--- src/rtl/instruction_fetch_queue_pkg.sv ---
// Shared fetch/decode definitions: fetch FSM encodings, the halt word and
// the MIPS instruction field positions that decode slices out of o_instr.
package mips_fetch_pkg;

    typedef logic [1:0] fetch_state_t;

    localparam fetch_state_t S_IDLE = 2'd0;
    localparam fetch_state_t S_RUN  = 2'd1;
    localparam fetch_state_t S_HALT = 2'd2;

    localparam logic [31:0] HALT_INSTR = 32'hFFFF_FFFF;

    localparam int OPCODE_MSB = 31;
    localparam int OPCODE_LSB = 26;
    localparam int RS_MSB     = 25;
    localparam int RS_LSB     = 21;
    localparam int RT_MSB     = 20;
    localparam int RT_LSB     = 16;
    localparam int RD_MSB     = 15;
    localparam int RD_LSB     = 11;
    localparam int SHAMT_MSB  = 10;
    localparam int SHAMT_LSB  = 6;
    localparam int FUNCT_MSB  = 5;
    localparam int FUNCT_LSB  = 0;
    localparam int IMM_MSB    = 15;
    localparam int IMM_LSB    = 0;
    localparam int JADDR_MSB  = 25;
    localparam int JADDR_LSB  = 0;

    function automatic logic [5:0] instr_opcode(input logic [31:0] instr);
        return instr[OPCODE_MSB:OPCODE_LSB];
    endfunction

endpackage

--- src/rtl/instruction_fetch_queue_if.sv ---
// Fetch-side buses: fixed-latency instruction memory port and the
// valid/ready instruction stream toward decode.
interface instruction_fetch_queue_if #(
    parameter int NB_INSTR = 32,
    parameter int NB_PC    = 32
);
    logic                o_imem_en;
    logic [NB_PC-1:0]    o_imem_addr;
    logic [NB_INSTR-1:0] i_imem_data;
    logic                o_valid;
    logic                i_ready;
    logic [NB_INSTR-1:0] o_instr;
    logic [NB_PC-1:0]    o_pc_plus4;

    modport master (
        output o_imem_en, o_imem_addr, o_valid, o_instr, o_pc_plus4,
        input  i_imem_data, i_ready
    );

    modport slave (
        input  o_imem_en, o_imem_addr, o_valid, o_instr, o_pc_plus4,
        output i_imem_data, i_ready
    );
endinterface

--- src/rtl/instruction_fetch_queue_fifo.sv ---
// Small register-based instruction queue with a combinational head read.
// Flush wins over push and pop; a push into a full queue lands when a pop frees a slot.
module fetch_fifo #(
    parameter int FQ_DEPTH  = 4,
    parameter int NB_DATA   = 64,
    parameter int NB_FQ_CNT = $clog2(FQ_DEPTH) + 1
) (
    input  logic                 i_clk,
    input  logic                 i_rst_n,
    input  logic                 push,
    input  logic                 pop,
    input  logic                 flush,
    input  logic [NB_DATA-1:0]   wr_data,
    output logic [NB_DATA-1:0]   rd_data,
    output logic                 empty,
    output logic [NB_FQ_CNT-1:0] count
);
    import mips_fetch_pkg::*;

    localparam int NB_PTR = $clog2(FQ_DEPTH);

    logic [NB_PTR-1:0]    wr_ptr_reg, wr_ptr_next;
    logic [NB_PTR-1:0]    rd_ptr_reg, rd_ptr_next;
    logic [NB_FQ_CNT-1:0] count_reg, count_next;
    logic                 full, do_push, do_pop;
    logic [NB_DATA-1:0]   entry_q [FQ_DEPTH];

    assign full    = (count_reg == NB_FQ_CNT'(FQ_DEPTH));
    assign empty   = (count_reg == '0);
    assign do_pop  = pop & ~empty & ~flush;
    assign do_push = push & ~flush & (~full | do_pop);

    genvar gi;
    generate
        for (gi = 0; gi < FQ_DEPTH; gi++) begin : g_entry
            logic [NB_DATA-1:0] data_reg;
            always_ff @(posedge i_clk) begin
                if (do_push && (wr_ptr_reg == NB_PTR'(gi))) begin
                    data_reg <= wr_data;
                end
            end
            assign entry_q[gi] = data_reg;
        end
    endgenerate

    assign rd_data = entry_q[rd_ptr_reg];
    assign count   = count_reg;

    always_comb begin
        wr_ptr_next = wr_ptr_reg;
        rd_ptr_next = rd_ptr_reg;
        count_next  = count_reg;
        if (flush) begin
            wr_ptr_next = '0;
            rd_ptr_next = '0;
            count_next  = '0;
        end else begin
            if (do_push) wr_ptr_next = wr_ptr_reg + NB_PTR'(1);
            if (do_pop)  rd_ptr_next = rd_ptr_reg + NB_PTR'(1);
            if (do_push && !do_pop) begin
                count_next = count_reg + NB_FQ_CNT'(1);
            end else if (do_pop && !do_push) begin
                count_next = count_reg - NB_FQ_CNT'(1);
            end
        end
    end

    always_ff @(posedge i_clk) begin
        if (!i_rst_n) begin
            wr_ptr_reg <= '0;
            rd_ptr_reg <= '0;
            count_reg  <= '0;
        end else begin
            wr_ptr_reg <= wr_ptr_next;
            rd_ptr_reg <= rd_ptr_next;
            count_reg  <= count_next;
        end
    end
endmodule

--- src/rtl/instruction_fetch_queue.sv ---
// MIPS fetch stage: issues fixed-latency instruction reads against queue credit,
// buffers responses for decode, flushes on redirect and parks on a halt word.
module instruction_fetch_queue #(
    parameter int                  NB_INSTR   = 32,
    parameter int                  NB_PC      = 32,
    parameter int                  PC_STEP    = 1,
    parameter int                  FQ_DEPTH   = 4,
    parameter int                  NB_FQ_CNT  = $clog2(FQ_DEPTH) + 1,
    parameter logic [NB_INSTR-1:0] HALT_INSTR = NB_INSTR'(mips_fetch_pkg::HALT_INSTR)
) (
    input  logic                      i_clk,
    input  logic                      i_rst_n,
    input  logic                      i_pipe_enabled,
    input  logic                      i_pc_sel_branch,
    input  logic                      i_pc_sel_jump,
    input  logic [NB_PC-1:0]          i_pc_addr_branch,
    input  logic [NB_PC-1:0]          i_pc_addr_jump,
    instruction_fetch_queue_if.master bus,
    output logic [NB_PC-1:0]          o_rf_pc_count,
    output logic [NB_FQ_CNT-1:0]      o_fq_count,
    output logic                      o_halted
);
    import mips_fetch_pkg::*;

    localparam logic [NB_PC-1:0] PC_INC = NB_PC'(PC_STEP);

    fetch_state_t          state_reg, state_next;
    logic [NB_PC-1:0]      pc_reg, pc_next;
    logic [NB_PC-1:0]      req_pc_plus_reg;
    logic                  inflight_reg, drop_reg, drop_next;
    logic                  redirect, issue, resp_ok, halt_hit;
    logic                  fq_push, fq_pop, fq_empty;
    logic [NB_PC-1:0]      redirect_target;
    logic [NB_FQ_CNT:0]    credit_used;
    logic [NB_FQ_CNT-1:0]  fq_count;
    logic [NB_INSTR+NB_PC-1:0] fq_rd_data;

    assign redirect        = i_pipe_enabled & (i_pc_sel_branch | i_pc_sel_jump);
    assign redirect_target = i_pc_sel_branch ? i_pc_addr_branch : i_pc_addr_jump;

    // A halt word also blocks this cycle's issue so nothing is left in flight behind it.
    assign resp_ok  = inflight_reg & ~drop_reg;
    assign halt_hit = resp_ok & (bus.i_imem_data == HALT_INSTR);
    assign fq_push  = resp_ok & ~halt_hit;

    assign credit_used = {1'b0, fq_count} + {{NB_FQ_CNT{1'b0}}, inflight_reg};
    assign issue = (state_reg == S_RUN) & i_pipe_enabled & ~redirect & ~halt_hit
                 & (credit_used < (NB_FQ_CNT+1)'(FQ_DEPTH));

    assign bus.o_imem_en   = issue;
    assign bus.o_imem_addr = pc_reg;
    assign bus.o_valid     = ~fq_empty & ~redirect & i_pipe_enabled;
    assign fq_pop          = bus.o_valid & bus.i_ready;
    assign {bus.o_instr, bus.o_pc_plus4} = fq_rd_data;

    assign o_rf_pc_count = pc_reg;
    assign o_fq_count    = fq_count;
    assign o_halted      = (state_reg == S_HALT) & (fq_count == '0) & ~inflight_reg;

    fetch_fifo #(
        .FQ_DEPTH  (FQ_DEPTH),
        .NB_DATA   (NB_INSTR + NB_PC),
        .NB_FQ_CNT (NB_FQ_CNT)
    ) u_fifo (
        .i_clk   (i_clk),
        .i_rst_n (i_rst_n),
        .push    (fq_push),
        .pop     (fq_pop),
        .flush   (redirect),
        .wr_data ({bus.i_imem_data, req_pc_plus_reg}),
        .rd_data (fq_rd_data),
        .empty   (fq_empty),
        .count   (fq_count)
    );

    always_comb begin
        state_next = state_reg;
        pc_next    = pc_reg;
        drop_next  = drop_reg;
        if (redirect) begin
            state_next = S_RUN;
            pc_next    = redirect_target;
            drop_next  = issue;
        end else begin
            if (halt_hit) begin
                state_next = S_HALT;
            end else if ((state_reg == S_IDLE) && i_pipe_enabled) begin
                state_next = S_RUN;
            end
            if (issue) pc_next = pc_reg + PC_INC;
            if (inflight_reg) drop_next = 1'b0;
        end
    end

    always_ff @(posedge i_clk) begin
        if (!i_rst_n) begin
            state_reg       <= S_IDLE;
            pc_reg          <= '0;
            inflight_reg    <= 1'b0;
            drop_reg        <= 1'b0;
            req_pc_plus_reg <= '0;
        end else begin
            state_reg    <= state_next;
            pc_reg       <= pc_next;
            inflight_reg <= issue;
            drop_reg     <= drop_next;
            if (issue) req_pc_plus_reg <= pc_reg + PC_INC;
        end
    end
endmodule
--- src/flat_wrapper.sv ---
// flat-port wrapper written by rule: the top's interface ports become plain ports
module instruction_fetch_queue_flat import mips_fetch_pkg::*;
#(
    parameter int                  NB_INSTR   = 32,
    parameter int                  NB_PC      = 32,
    parameter int                  PC_STEP    = 1,
    parameter int                  FQ_DEPTH   = 4,
    parameter int                  NB_FQ_CNT  = $clog2(FQ_DEPTH) + 1,
    parameter logic [NB_INSTR-1:0] HALT_INSTR = NB_INSTR'(mips_fetch_pkg::HALT_INSTR)
)
  (i_clk, i_rst_n, i_pipe_enabled, i_pc_sel_branch, i_pc_sel_jump, i_pc_addr_branch, i_pc_addr_jump, o_rf_pc_count, o_fq_count, o_halted, bus_o_imem_en, bus_o_imem_addr, bus_o_valid, bus_o_instr, bus_o_pc_plus4, bus_i_imem_data, bus_i_ready);
  instruction_fetch_queue_if #(.NB_INSTR(NB_INSTR), .NB_PC(NB_PC)) bus_i ();
  input  logic i_clk;
  input  logic i_rst_n;
  input  logic i_pipe_enabled;
  input  logic i_pc_sel_branch;
  input  logic i_pc_sel_jump;
  input  logic [NB_PC-1:0] i_pc_addr_branch;
  input  logic [NB_PC-1:0] i_pc_addr_jump;
  output logic [NB_PC-1:0] o_rf_pc_count;
  output logic [NB_FQ_CNT-1:0] o_fq_count;
  output logic o_halted;
  output wire logic [$bits(bus_i.o_imem_en)-1:0] bus_o_imem_en;
  output wire logic [$bits(bus_i.o_imem_addr)-1:0] bus_o_imem_addr;
  output wire logic [$bits(bus_i.o_valid)-1:0] bus_o_valid;
  output wire logic [$bits(bus_i.o_instr)-1:0] bus_o_instr;
  output wire logic [$bits(bus_i.o_pc_plus4)-1:0] bus_o_pc_plus4;
  input wire logic [$bits(bus_i.i_imem_data)-1:0] bus_i_imem_data;
  input wire logic [$bits(bus_i.i_ready)-1:0] bus_i_ready;
  assign bus_o_imem_en = bus_i.o_imem_en;
  assign bus_o_imem_addr = bus_i.o_imem_addr;
  assign bus_o_valid = bus_i.o_valid;
  assign bus_o_instr = bus_i.o_instr;
  assign bus_o_pc_plus4 = bus_i.o_pc_plus4;
  assign bus_i.i_imem_data = bus_i_imem_data;
  assign bus_i.i_ready = bus_i_ready;
  instruction_fetch_queue #(.NB_INSTR(NB_INSTR), .NB_PC(NB_PC), .PC_STEP(PC_STEP), .FQ_DEPTH(FQ_DEPTH), .NB_FQ_CNT(NB_FQ_CNT), .HALT_INSTR(HALT_INSTR)) u_core (.i_clk(i_clk), .i_rst_n(i_rst_n), .i_pipe_enabled(i_pipe_enabled), .i_pc_sel_branch(i_pc_sel_branch), .i_pc_sel_jump(i_pc_sel_jump), .i_pc_addr_branch(i_pc_addr_branch), .i_pc_addr_jump(i_pc_addr_jump), .bus(bus_i), .o_rf_pc_count(o_rf_pc_count), .o_fq_count(o_fq_count), .o_halted(o_halted));
endmodule
--- config.mk ---
export PLATFORM = sky130hd
export DESIGN_NAME = instruction_fetch_queue_flat
export DESIGN_NICKNAME = d
export VERILOG_FILES = /design/src/rtl/instruction_fetch_queue_pkg.sv /design/src/rtl/instruction_fetch_queue_if.sv /design/src/rtl/instruction_fetch_queue_fifo.sv /design/src/rtl/instruction_fetch_queue.sv /design/src/flat_wrapper.sv
export SDC_FILE = /design/constraint.sdc
export NUM_CORES = 1
export LEC_CHECK = 0
export CELL_PAD_IN_SITES_DETAIL_PLACEMENT = 1
export CELL_PAD_IN_SITES_GLOBAL_PLACEMENT = 2
export CORE_AREA = 4 4 137 270
export CTS_CLUSTER_DIAMETER = 100
export CTS_CLUSTER_SIZE = 16
export DETAILED_ROUTE_END_ITERATION = 7
export DIE_AREA = 0 0 141 274
export PLACE_DENSITY_LB_ADDON = 0.1
export SETUP_SLACK_MARGIN = 0.02
export SLEW_MARGIN = 5
export SYNTH_ARGS = -nofsm -noshare
export SYNTH_HDL_FRONTEND = slang
export SYNTH_SLANG_ARGS = --single-unit
--- constraint.sdc ---
create_clock -name i_clk -period 9.9 [get_ports i_clk]
set_input_delay 0.99 -clock i_clk [delete_from_list [all_inputs] [get_ports i_clk]]
set_output_delay 0.99 -clock i_clk [all_outputs]
set_load 0.005 [all_outputs]
==> results.cfg, run 1 <==
[route]
routedWlPerCell_um = 23.13
first_iter_violations = 397
wl_um = 35800
vias_per_cell = 5.511
drt-pass1-iter-count = 4
dr_total_vias = 8531
drtAntennaViolNets = 0
drc_errors = 0

[flow_run]
cap_violations = 0

[timing]
period_needed_ps = 4735
fmax_mhz = 211.2
finalSetupViolations = 0
hold_viol_final = 0
rsz0062_at_grt = no
setup-tns-final_ps = 0
maxSlewViolCount = 0
tightest_slew_ps = 1004
max_slew_margin_pct = 33.08
period_share_pct = 47.83
finalClockSkew_ps = 12.78

[die]
design.die.area_um2 = 38630
rows = 97
io_pins = 236
dieWidth_um = 141
die_h_um = 274
start_util_pct = 40.47
core_area_um2 = 34950

[yosys]
synth_cells = 907
synth-seq-cells = 331
synth-async-reset-ratio_pct = 0
yosysTopAreaCell = edfxtp_1
avgSynthCellArea_um2 = 15.60
synth_ff_type = edfxtp_1
synth.cell_area_um2 = 14140
yosysUniqueCellTypes = 61
ys_warn_count = 0
synth_area_leaders = edfxtp_1 (54%), dfxtp_1 (11%), mux4_2 (10%), mux2_2 (2.5%), a211oi_1 (1.8%)
syn-num-nets = 1016
netlist.area_leader.share_pct = 54.35
ys_seq_area_share_pct = 64.96
synth-edff-count = 256

[finish]
fin_nets = 1194
num_antenna_cells = 0
largest_reg_flops = 256
areaGrowthSynthToFinish_pct = 22.87
final_area_um2 = 17380
drive_gt1_share_pct = 15.87

[global_routing]
grt_pass1_wl_um = 55120
grt_pass1_vias = 9387
grt_use_total_pct = 18.42
grt_remaining_overflow = 0
antenna_found_initial = 0
grt_max_degree = 65

[clock_network]
clk_latency_ps = 530
cts_setup_buffers = 0
cts_tree = yes
root_buffer = clkbuf_16
hold_buffers = 0
cts_made_buffers = 24
post_cts_resized = 0
cts.sinks = 331
cts_buffer_depth = 3
path_clk_slew_ps = 80
h-tree-depth = 1

[power]
power_leakage_uw = 0.005285
peakVddDrop_v = 0.0001272
powerDensity_nw_per_um2 = 152.8

[placed_design]
port_buffers = 235
place_hpwl_um = 24410
gp_congestion = 0.7385
placed_area_um2 = 16680

[setup_path]
r2r_start = u_core.u_fifo.count[0]
path_max_fanout = 39
worstPathRequired_ps = 8910
startpoint = bus_i_imem_data[30]
crit_type = in -> out
worstPathArrival_ps = 3750
startpoint_type = input pin
end_kind = output pin

[outcome]
status = finished, final reports clean

[min_path]
hold_class = reg -> reg
hold_path.startpoint = u_core.drop_reg
==> placed cells by master (no fill, tap or decap), types with 4 or more instances in the layout <==
cell,n
edfxtp_1,256
clkdlybuf4s50_1,235
dfxtp_1,73
mux4_2,64
a21oi_1,40
o21ai_0,37
a211oi_1,33
mux2_2,31
xnor2_1,25
clkbuf_16,25
o32ai_1,22
inv_1,20
a311oi_1,19
nand4_1,18
clkbuf_1,18
buf_4,18
nor2_1,16
nand3_1,15
nand2_1,11
nor3_1,10
and3_1,9
xor2_1,9
nor4_1,8
or3_1,6
o31ai_1,6
nand2b_1,6
ha_1,6
nor2_4,5
or2_2,5
o21bai_1,5
nor2b_1,4
nor3_4,4
==> critical path, stage by stage <==
cell and delay, ps:
clkdlybuf4s50_1 570, nand4_1 180, nor4_1 770, and3_1 270, buf_4 410, nor2_4 80, clkdlybuf4s50_1 460
==> power breakdown <==
group          leakage, uW  internal (uW)  switching [uW]
Combinational      0.00209            117            75.2
Sequential         0.00287           1510            38.2
Clock             0.000329            474             444
==> layer usage <==
layer / track usage (%) / part of all wire [%] / up-vias
met5: 0 / 0 / -
met4: 4.109 / 1.7 / 0
met2: 35.98 / 56 / 225
met1: 21.32 / 38 / 4346
li1: - / - / 3935
met3: 2.007 / 3.9 / 25
==> stage by stage <==
step	power (uW)	hold WS, ps	utilization [%]	worst slack (ps)	std cells
6_report	2655	480.8	49.72	5165	1548
5_1_grt	2775	500.5	49.72	5024	1548
4_1_cts	2696	482.6	49.72	5089	1548
3_5_place_dp	1771	470.9	47.72	5096	1504
3_3_place_gp	1768	466.0	47.72	5142	1504
2_1_floorplan	1658	436.6	-	4604	907
==> logic make-up after synthesis <==
logic type | Yosys count | synth area share (%)
buffers and inverters | 122 | 4.547
adders and majority gates | 7 | 0.6723
and+or+nand+nor | 133 | 5.794
DFF | 331 | 64.96
xor gates and xnor gates | 34 | 2.105
AOI/OAI and AO/OA | 183 | 9.120
muxes | 97 | 12.80
==> path summary, 6_finish.rpt <==
check                                     endpoint  slack, ps  cells past startpoint
max                                  bus_o_imem_en       5160                      7
min                                u_core.drop_reg        480                      1
max reg2reg  u_core.u_fifo.g_entry[2].data_reg[13]       6620                      6
min reg2reg                        u_core.drop_reg        480                      1
==> synth_stat cells (2+ instances only) <==
| cell | instances |
|---|---|
| nor4_1 | 8 |
| clkbuf_1 | 31 |
| and3_1 | 9 |
| a41o_1 | 3 |
| nor3_4 | 4 |
| a211oi_1 | 33 |
| mux4_2 | 64 |
| buf_4 | 33 |
| nand2_1 | 11 |
| or3_1 | 6 |
| nor3_2 | 3 |
| buf_1 | 10 |
| xnor2_1 | 25 |
| nor2_1 | 21 |
| o21ai_0 | 37 |
| nand4_1 | 18 |
| a311oi_1 | 19 |
| dfxtp_1 | 75 |
| and4_1 | 2 |
| buf_2 | 22 |
| nor2_2 | 2 |
| edfxtp_1 | 256 |
| inv_1 | 20 |
| buf_6 | 2 |
| nand3_1 | 15 |
| or4_1 | 3 |
| xor2_1 | 9 |
| o32ai_1 | 22 |
| o21bai_1 | 5 |
| nor2b_1 | 4 |
| a31o_2 | 2 |
| nand2b_1 | 6 |
| or2_2 | 5 |
| ha_1 | 6 |
| o31ai_1 | 6 |
| clkbuf_2 | 2 |
| a21oi_1 | 40 |
| nor3_1 | 10 |
| mux2_2 | 31 |
| a211oi_2 | 3 |
| mux2i_1 | 2 |
| a31oi_1 | 3 |
==> cell type report <==
class                           instances  area, um2
Fill cell                            3426      17570
Timing Repair Buffer                  253       2487
Inverter                               21      78.83
Sequential cell                       331       9194
Clock inverter                          1      7.507
Multi-Input combinational cell        454       4362
Tap cell                              445      556.8
Clock buffer                           43      693.2
(Power assumes the default switching activity.)
==> run 2: changes to the inputs <==
--- a/config.mk
+++ b/config.mk
@@ -7,11 +7,11 @@
 export LEC_CHECK = 0
 export CELL_PAD_IN_SITES_DETAIL_PLACEMENT = 1
 export CELL_PAD_IN_SITES_GLOBAL_PLACEMENT = 2
-export CORE_AREA = 4 4 137 270
+export CORE_AREA = 4 4 150 296
 export CTS_CLUSTER_DIAMETER = 100
 export CTS_CLUSTER_SIZE = 16
 export DETAILED_ROUTE_END_ITERATION = 7
-export DIE_AREA = 0 0 141 274
+export DIE_AREA = 0 0 154 300
 export PLACE_DENSITY_LB_ADDON = 0.1
 export SETUP_SLACK_MARGIN = 0.02
 export SLEW_MARGIN = 5
==> constraint.sdc (replaced) <==
create_clock -name i_clk -period 3.9 [get_ports i_clk]
set_input_delay 0.39 -clock i_clk [delete_from_list [all_inputs] [get_ports i_clk]]
set_output_delay 0.39 -clock i_clk [all_outputs]
set_load 0.005 [all_outputs]
==> results.cfg, run 2 (same netlist as run 1, synthesis figures left out) <==
[clock_network]
h-tree-depth = 1
cts_setup_buffers = 0
clk_latency_ps = 540
root_buffer = clkbuf_16
cts.sinks = 331
cts_buffer_depth = 3
path_clk_slew_ps = 70
cts_made_buffers = 24
cts_tree = yes
hold_buffers = 0
post_cts_resized = 0

[finish]
num_antenna_cells = 0
final_common_cell = edfxtp_1
drive_gt1_share_pct = 17.53
fin_nets = 1215
largest_reg_flops = 256
final.fill_count = 4223
seq_area_um2 = 9194
areaGrowthSynthToFinish_pct = 25.67
final_cell_mix = edfxtp_1 (256), clkdlybuf4s50_1 (234), dfxtp_1 (73)
multi_input_area_um2 = 4362

[power]
peakVddDrop_v = 0.0002333
powerDensity_nw_per_um2 = 382.1
power_leakage_uw = 0.005423

[placed_design]
place_hpwl_um = 28020
port_buffers = 235
gp_congestion = 0.7241

[timing]
max_slew_margin_pct = 43.58
maxSlewViolCount = 0
fmax_mhz = 305.8
period_needed_ps = 3270
finalSetupViolations = 0
rsz0062_at_grt = no
tightest_slew_ps = 844.3
finalClockSkew_ps = 18.18
hold_viol_final = 0
period_share_pct = 83.84
setup-tns-final_ps = 0
hold_ws_ps = 480.4

[route]
vias_per_cell = 5.178
wl_um = 39000
first_iter_violations = 316
drt-pass1-iter-count = 5
routedWlPerCell_um = 23.44
drc_errors = 0
dr_total_vias = 8616
drtAntennaViolNets = 0

[global_routing]
grt_remaining_overflow = 0
grt_pass1_vias = 9588
grt_use_total_pct = 16.67
grt_max_degree = 52
antenna_found_initial = 0
grt_pass1_wl_um = 59560

[flow_run]
cap_violations = 0

[setup_path]
crit_top_cell = clkdlybuf4s50_1
path_max_fanout = 5
cp_slowest_cell = clkdlybuf4s50_1
worstPathArrival_ps = 2880
worstPathRequired_ps = 3510
crit_type = in -> out
startpoint_type = input pin
reg2reg_slack_ps = 930
end_kind = output pin
worstPathCellList = clkdlybuf4s50_1 -> nand4_1 -> nor4_1 -> buf_4 -> and3_1 -> nor2_4 -> clkdlybuf4s50_1
critical-path-max-stage-delay_ps = 570
worst-path-buf-inv = 3
cpLargestDelayFamily = buffers and inverters

[die]
die_h_um = 300
design.die.area_um2 = 46200
rows = 106
io_pins = 236
dieWidth_um = 154
core_area_um2 = 42040
start_util_pct = 33.64

[min_path]
hold_class = reg -> reg

[outcome]
status = finished, final reports clean
==> run 2: changes by cell type in the layout (fill, tap and decap cells not counted) <==
cell | previous run | this run
clkdlybuf4s50_1 | 235 | 234
buf_4 | 18 | 29
buf_12 | 0 | 10
buf_2 | 0 | 1
==> run 2: path summary, 6_finish.rpt <==
path	startpoint	cells past startpoint	end
worst min-delay path	u_core.drop_reg	1	u_core.drop_reg
worst max-delay path	bus_i_imem_data[9]	7	bus_o_imem_en
worst max register to register	u_core.u_fifo.count[0]	7	u_core.u_fifo.g_entry[0].data_reg[57]
worst min register to register	u_core.drop_reg	1	u_core.drop_reg
==> run 2: worst register-to-register path: stages (launching register included) <==
cell	delay (ps)
dfxtp_1	480
or3_1	210
nand4_1	210
a32o_1	330
or2_2	280
buf_4	180
nor2_4	650
buf_4	320
==> run 2: metrics by stage <==
stage	instances	total power [uW]	utilization (%)	area, um2	setup WS [ps]
floorplan	907	4209	-	14140	-796.0
finish	1664	6792	42.28	17780	630.3
global placement	1620	4503	40.61	17080	438.2
detailed placement	1620	4510	40.61	17080	418.2
global route	1664	7093	42.28	17780	527.5
CTS	1664	6924	42.28	17780	590.7
==> run 2: power by group <==
part	switching, uW	internal [uW]	total (uW)
logic	199	297	496
registers	97.7	3820	3920
clock network	1170	1200	2370
total	1470	5330	6790
==> run 2: layout make-up <==
type | count | area share, %
Clock inverter | 1 | 0.04223
Clock buffer | 43 | 3.899
Timing Repair Buffer | 274 | 15.56
Sequential cell | 331 | 51.72
Multi-Input combinational cell | 454 | 24.54
Inverter | 21 | 0.4434
Tap cell | 540 | 3.801
==> run 2: layer usage <==
metal	vias up	track usage (%)	wire, um
li1	3988	-	-
met1	4352	19.10	14860
met2	237	32.09	21640
met3	39	2.160	1520
met4	0	4.589	980
met5	-	0	0
